[config.mk]
export PLATFORM = sky130hd
export DESIGN_NAME = dma_hold_arbiter
export DESIGN_NICKNAME = d
export VERILOG_FILES = /design/src/rtl/dma_hold_arbiter.sv
export SDC_FILE = /design/constraint.sdc
export NUM_CORES = 1
export LEC_CHECK = 0
export ABC_AREA = 1
export BUFFER_PORTS_ARGS = -buffer_cell sky130_fd_sc_hd__buf_2
export CORE_AREA = 2 2 109 111
export CTS_CLUSTER_SIZE = 28
export DETAILED_ROUTE_END_ITERATION = 12
export DIE_AREA = 0 0 111 113
export PLACE_DENSITY = 0.49
export SLEW_MARGIN = 20
export SYNTH_ARGS = -nofsm -noshare
export SYNTH_HDL_FRONTEND = slang
export SYNTH_SLANG_ARGS = --single-unit
[constraint.sdc]
create_clock -name clk -period 2.39 [get_ports clk]
set_input_delay 0.478 -clock clk [delete_from_list [all_inputs] [get_ports clk]]
set_output_delay 0.478 -clock clk [all_outputs]
set_load 0.05 [all_outputs]
[src/rtl/dma_hold_arbiter.sv]
// Hands the single data-memory port to a DMA master over the HOLD/HOLD_ACK handshake.
// Latency: HOLD sampled -> HOLD_ACK in >=2 cycles; HOLD drop -> HOLD_ACK low in 1, cpu_stall low in 2.
// Backpressure: stalls the CPU and waits for its in-flight access to drain; optional HOLD_TIMEOUT_EN forces release.
module dma_hold_arbiter #(
    parameter int ADDR_W   = 20,
    parameter int DATA_W   = 32,
    parameter int MAX_HOLD = 4096
) (
    input  logic              clk,
    input  logic              rst_n,
    input  logic              HOLD,
    output logic              HOLD_ACK,
    input  logic              dma_we,
    input  logic [ADDR_W-1:0] dma_addr,
    input  logic [DATA_W-1:0] dma_wd,
    output logic [DATA_W-1:0] dma_rd,
    input  logic              cpu_we,
    input  logic [ADDR_W-1:0] cpu_addr,
    input  logic [DATA_W-1:0] cpu_wd,
    input  logic              cpu_mem_busy,
    output logic [DATA_W-1:0] cpu_rd,
    output logic              cpu_stall,
    output logic              mem_we,
    output logic [ADDR_W-1:0] mem_addr,
    output logic [DATA_W-1:0] mem_wd,
    input  logic [DATA_W-1:0] mem_rd,
    output logic [15:0]       grant_cnt,
    output logic              timeout_err,
    input  logic              err_clr
);

    typedef enum logic [2:0] {
        IDLE    = 3'd0,
        DRAIN   = 3'd1,
        GRANT   = 3'd2,
        RELEASE = 3'd3
`ifdef HOLD_TIMEOUT_EN
        ,
        BLOCK   = 3'd4
`endif
    } state_t;

    state_t      state_q, state_d;
    logic        hold_ack_q, hold_ack_d;
    logic        cpu_stall_q, cpu_stall_d;
    logic [15:0] grant_cnt_q, grant_cnt_d;

`ifdef HOLD_TIMEOUT_EN
    localparam int CNT_W = $clog2(MAX_HOLD) + 1;
    logic [CNT_W-1:0] hold_cnt_q, hold_cnt_d;
    logic             timeout_err_q, timeout_err_d;
`else
    // err_clr and MAX_HOLD have no effect when the timeout is compiled out.
    logic unused_ok;
    assign unused_ok = err_clr ^ (MAX_HOLD > 0);
`endif

    // Next-state and registered-output decode; outputs are taken from the next state so they
    // change on the same edge as the state itself.
    always_comb begin
        state_d     = state_q;
        grant_cnt_d = grant_cnt_q;
`ifdef HOLD_TIMEOUT_EN
        hold_cnt_d    = '0;
        timeout_err_d = timeout_err_q;
        if (err_clr) begin
            timeout_err_d = 1'b0;
        end
`endif
        case (state_q)
            IDLE: begin
                if (HOLD) begin
                    state_d = DRAIN;
                end
            end
            DRAIN: begin
                if (!HOLD) begin
                    state_d = IDLE;
                end else if (!cpu_mem_busy) begin
                    state_d = GRANT;
                end
            end
            GRANT: begin
`ifdef HOLD_TIMEOUT_EN
                hold_cnt_d = hold_cnt_q + 1'b1;
`endif
                if (!HOLD) begin
                    state_d     = RELEASE;
                    grant_cnt_d = grant_cnt_q + 16'd1;
`ifdef HOLD_TIMEOUT_EN
                end else if (hold_cnt_q == CNT_W'(MAX_HOLD - 1)) begin
                    // Set takes priority over a simultaneous err_clr.
                    state_d       = BLOCK;
                    grant_cnt_d   = grant_cnt_q + 16'd1;
                    timeout_err_d = 1'b1;
`endif
                end
            end
            RELEASE: begin
                // Always passes through IDLE so the CPU gets an unstalled cycle between grants.
                state_d = IDLE;
            end
`ifdef HOLD_TIMEOUT_EN
            BLOCK: begin
                if (!HOLD) begin
                    state_d = IDLE;
                end
            end
`endif
            default: begin
                state_d = IDLE;
            end
        endcase

        hold_ack_d  = (state_d == GRANT);
        cpu_stall_d = (state_d == DRAIN) || (state_d == GRANT) || (state_d == RELEASE);
    end

    // State, handshake outputs and statistics registers.
    always_ff @(posedge clk or negedge rst_n) begin
        if (!rst_n) begin
            state_q     <= IDLE;
            hold_ack_q  <= 1'b0;
            cpu_stall_q <= 1'b0;
            grant_cnt_q <= '0;
        end else begin
            state_q     <= state_d;
            hold_ack_q  <= hold_ack_d;
            cpu_stall_q <= cpu_stall_d;
            grant_cnt_q <= grant_cnt_d;
        end
    end

`ifdef HOLD_TIMEOUT_EN
    // Grant-length counter and sticky forced-release flag.
    always_ff @(posedge clk or negedge rst_n) begin
        if (!rst_n) begin
            hold_cnt_q    <= '0;
            timeout_err_q <= 1'b0;
        end else begin
            hold_cnt_q    <= hold_cnt_d;
            timeout_err_q <= timeout_err_d;
        end
    end
    assign timeout_err = timeout_err_q;
`else
    assign timeout_err = 1'b0;
`endif

    // Memory-port mux: DMA owns the port only in GRANT; writes are suppressed in RELEASE/BLOCK.
    always_comb begin
        mem_we   = cpu_we;
        mem_addr = cpu_addr;
        mem_wd   = cpu_wd;
        case (state_q)
            GRANT: begin
                mem_we   = dma_we;
                mem_addr = dma_addr;
                mem_wd   = dma_wd;
            end
            RELEASE: begin
                mem_we = 1'b0;
            end
`ifdef HOLD_TIMEOUT_EN
            BLOCK: begin
                mem_we = 1'b0;
            end
`endif
            default: begin
                mem_we = cpu_we;
            end
        endcase
    end

    assign HOLD_ACK  = hold_ack_q;
    assign cpu_stall = cpu_stall_q;
    assign grant_cnt = grant_cnt_q;
    assign cpu_rd    = mem_rd;
    assign dma_rd    = mem_rd;

endmodule

* After elaboration in Yosys (flattened, before gate mapping)
Cells that the tools add are included.
Storage, ports and cells: bits in registers 21, bits of input ports 143, output and inout port bits 136, word-level logic and storage cells 24
Cells by class: $add $sub $neg 1, equal/unequal tests 6, mux-type cells 8, bitwise operators 1, reduce and logical (&&, ||, !) cells 4
Operators by type and width (count):
- $mux W32 | 1
- $mux W20 | 1
- $add A16 B1 Y16 const B | 1
- $eq A3 B2 Y1 const B | 4
- $mux W3 | 4
- $pmux W3 S3 | 1
- $eq A3 B1 Y1 const B | 2
- $logic_not A3 Y1 | 1
- $logic_or A1 B1 Y1 | 2
- $pmux W1 S2 | 1
- $reduce_and A2 Y1 | 1
- $not A1 Y1 | 1

* Longest topological paths before layout
depth after elaboration 6, gate-level depth with buffers 9, depth with buffers taken out 9

* Worst setup path before layout
No wires, ideal clock.
path type reg2out, from register state_q[2], to output port mem_addr[0], arrival 1.312 ns, data required time 1.912 ns, slack 0.600 ns, cell stages (with the launch flop) 7, buffers on the path 1, path through dfrtp_1 nor2_4 nand2_2 inv_2 buf_4 nand2_1 nand2_1
On the way: word-level cells in the longest chain between the ends 2
Ends and longest elaborated chain:
- from (decl) | line 43 | state_t state_q, state_d;
- from (signal assigned) | line 127 | state_q <= state_d;
- $eq A3 B2 Y1 | line 155 | case (state_q)
- $mux W20 | line 155
- to (decl) | line 24 | output logic [ADDR_W-1:0] mem_addr,
No other way between the ends.

* Final worst setup path
from register state_q[2], to output port mem_wd[1]
On the way: word-level cells in the longest chain between the ends 2
Ends and longest elaborated chain:
- $eq A3 B2 Y1 | line 155
- $mux W32 | line 155
- to (decl) | line 25 | output logic [DATA_W-1:0] mem_wd,
No other way between the ends.

==> metrics.txt <==
Worst Path Required=1910 ps; placer's final routability congestion estimate=0.779; Initial Util=19.2%; chip height=113 um; H-tree levels=1; synth top area cells=nand2_1 33%, buf_4 24%, dfrtp_1 24%; DR vias=2432; Worst-Margin Slew=504 ps; largest net degree at the start of global routing=31; Post-Syn Area=0.00217 sq mm; fmax=0.453 GHz; list of most frequent post-synthesis cells=191 x nand2_1, 70 x buf_4, 21 x dfrtp_1; Yosys Warn Count=0; FILL cells=1267; Post-CTS Hold Fix Bufs=0; status=finished, final reports clean; Post-Route WL=7.78 mm; final hold violation count=0; IR drop worst, VDD=0.277 mV; iteration count of the initial detailed-routing pass=4; TritonCTS clock tree=yes; initial antenna violation count=0; Die Span X=111 um; Post-synth EDFFs=0; Residual DRC=0; Core Footprint=0.0113 sq mm; Post-Syn Instances=351; Final setup viols=0; # clock sinks=21; total negative slack=0 ps; grt total ovfl=0; Hold Path Class=in -> async; Worst EP arrival=1730 ps; Total Nets Final=610; Post-CTS Resized=0; Final min period=2210 ps; routed vias/inst=4.00; max-cap viol count=0; Boundary Pins=279; antenna viol nets, final=0; count leader, synth=nand2_1; antenna diode count=0; Max Clock Skew=0.966 ps; Max Root-Sink Buffers=2; port bufs=180; top-area cell type share of the netlist area=33.0%; initial DRC count=65; first-pass GRT wire length=11.7 mm; fin. max-slew vios=0; critical path capture point type=output port; Worst-path clk slew=60 ps; clk_lat worst skew=250 ps; CTS buffer count=3; Root Buffer=clkbuf_16; ys flop type=dfrtp_1; Rel. slew slack=66.4%; pwr/cell area=452 mW/mm^2; postcts setup bufs=0; DR WL/cell=12.8 um; GR Util All Layers=11.5%; die area=0.0125 sq mm; CP max FO=30; vias in the first global route=2220; share of cells above drive strength 1=41.7%; Yosys reg bits=21; row count=39; Crit Path Category=reg -> out; cell taking the most area after synthesis=nand2_1; area delta synth->final=36.1%; sequential area share after synthesis=24.2%; Worst R2R Path Depth=7; Syn Area/Cell=6.18 sq um; Post-DP HPWL=6.62 mm; Worst setup SP type=register; DP Worst Slack=422 ps; FFs w/ async S/R, synth=100%; RSZ-0062 raised after global routing=false; final setup margin=185 ps; Distinct cells, synth=21; Leak=0.00184 uW; fin crit share=92.3%
==> stage by stage <==
step           instance area (sq um)  hold WS, ps  power, uW  util [%]  cells
2_1_floorplan                   2170          182       1060         -    352
3_3_place_gp                    2870          471        995      25.5    604
3_5_place_dp                    2870          476       1000      25.5    604
4_1_cts                         2950          210       1350      26.2    608
5_1_grt                         2950          224       1410      26.2    608
6_report                        2950          193       1340      26.2    608
==> report_power, final <==
group          switching (uW)  total [uW]  internal (uW)
sequential               21.2         397            376
clock                     124         351            227
combinational             402         588            186
total                     547        1340            789
==> layout by cell type (no fill, tap or decap) <==
master     synthesis  routed
nand2_2            1       1
inv_2              1       1
nand2_1          191     191
nor2_4             3       3
nand3_1            5       5
buf_12             0       9
inv_1             20      20
a21oi_1            1       1
nand3_4            1       1
clkbuf_1           2       1
dfrtp_1           21      21
nor2_8             1       1
ha_1               1       1
o21ai_0            2       2
conb_1             1       2
nand4_1            4       4
buf_2              0     171
xnor2_1            5       5
clkbuf_16          0       3
buf_4             70       4
xor2_1             6       6
nor2_1             9       9
nor3_1             3       3
==> flip-flops by register name, indices dropped and copies added (netlist names) <==
signal,flops
HOLD_ACK,1
grant_cnt,16
state_q,3
cpu_stall,1
==> worst paths after layout <==
kind / startpoint / end / slack, ps
min in group clk: grant_cnt[5] / grant_cnt[5] / 520
max reg2reg: grant_cnt[0] / grant_cnt[8] / 1000
min reg2reg: grant_cnt[5] / grant_cnt[5] / 520
min: rst_n / grant_cnt[13] / 190
max: state_q[2] / mem_wd[1] / 180
max in group asynchronous: rst_n / grant_cnt[6] / 1860
==> routing by layer <==
metal | global-route usage [%] | vias up | share of wire (%)
met1 | 13.2 | 1052 | 36
li1 | - | 1211 | -
met2 | 20.6 | 155 | 50
met5 | 1.18 | - | 0
met4 | 3.42 | 0 | 2.1
met3 | 3.70 | 14 | 11
==> cell type report <==
class                           instances  area [sq um]  share of cell area (%)
Clock buffer                            4          78.8                    2.67
Inverter                               21          78.8                    2.67
Multi-Input combinational cell        235          1020                    34.7
Sequential cell                        21           526                    17.8
Tap cell                              143           179                    6.06
Timing Repair Buffer                  184          1070                    36.1
==> cells by family (layout without fill, tap and decap cells) <==
family / Yosys count / in the layout / share of synthesized area [%]
simple gates: 218 / 218 / 41.2
buf+inv: 96 / 209 / 28.7
flops: 21 / 21 / 24.2
xor+xnor: 11 / 11 / 4.44
compound gates: 3 / 3 / 0.692
fa+ha+maj: 1 / 1 / 0.577
other cells: 1 / 2 / 0.173
==> worst max-delay path, cell delays in order, from the launching register on <==
cell     delay (ps)
dfrtp_1         420
nor2_4          160
nand2_2          80
inv_2            60
buf_4           290
nand2_1          80
nand2_1         110
buf_2           280
(Power assumes the default switching activity.)
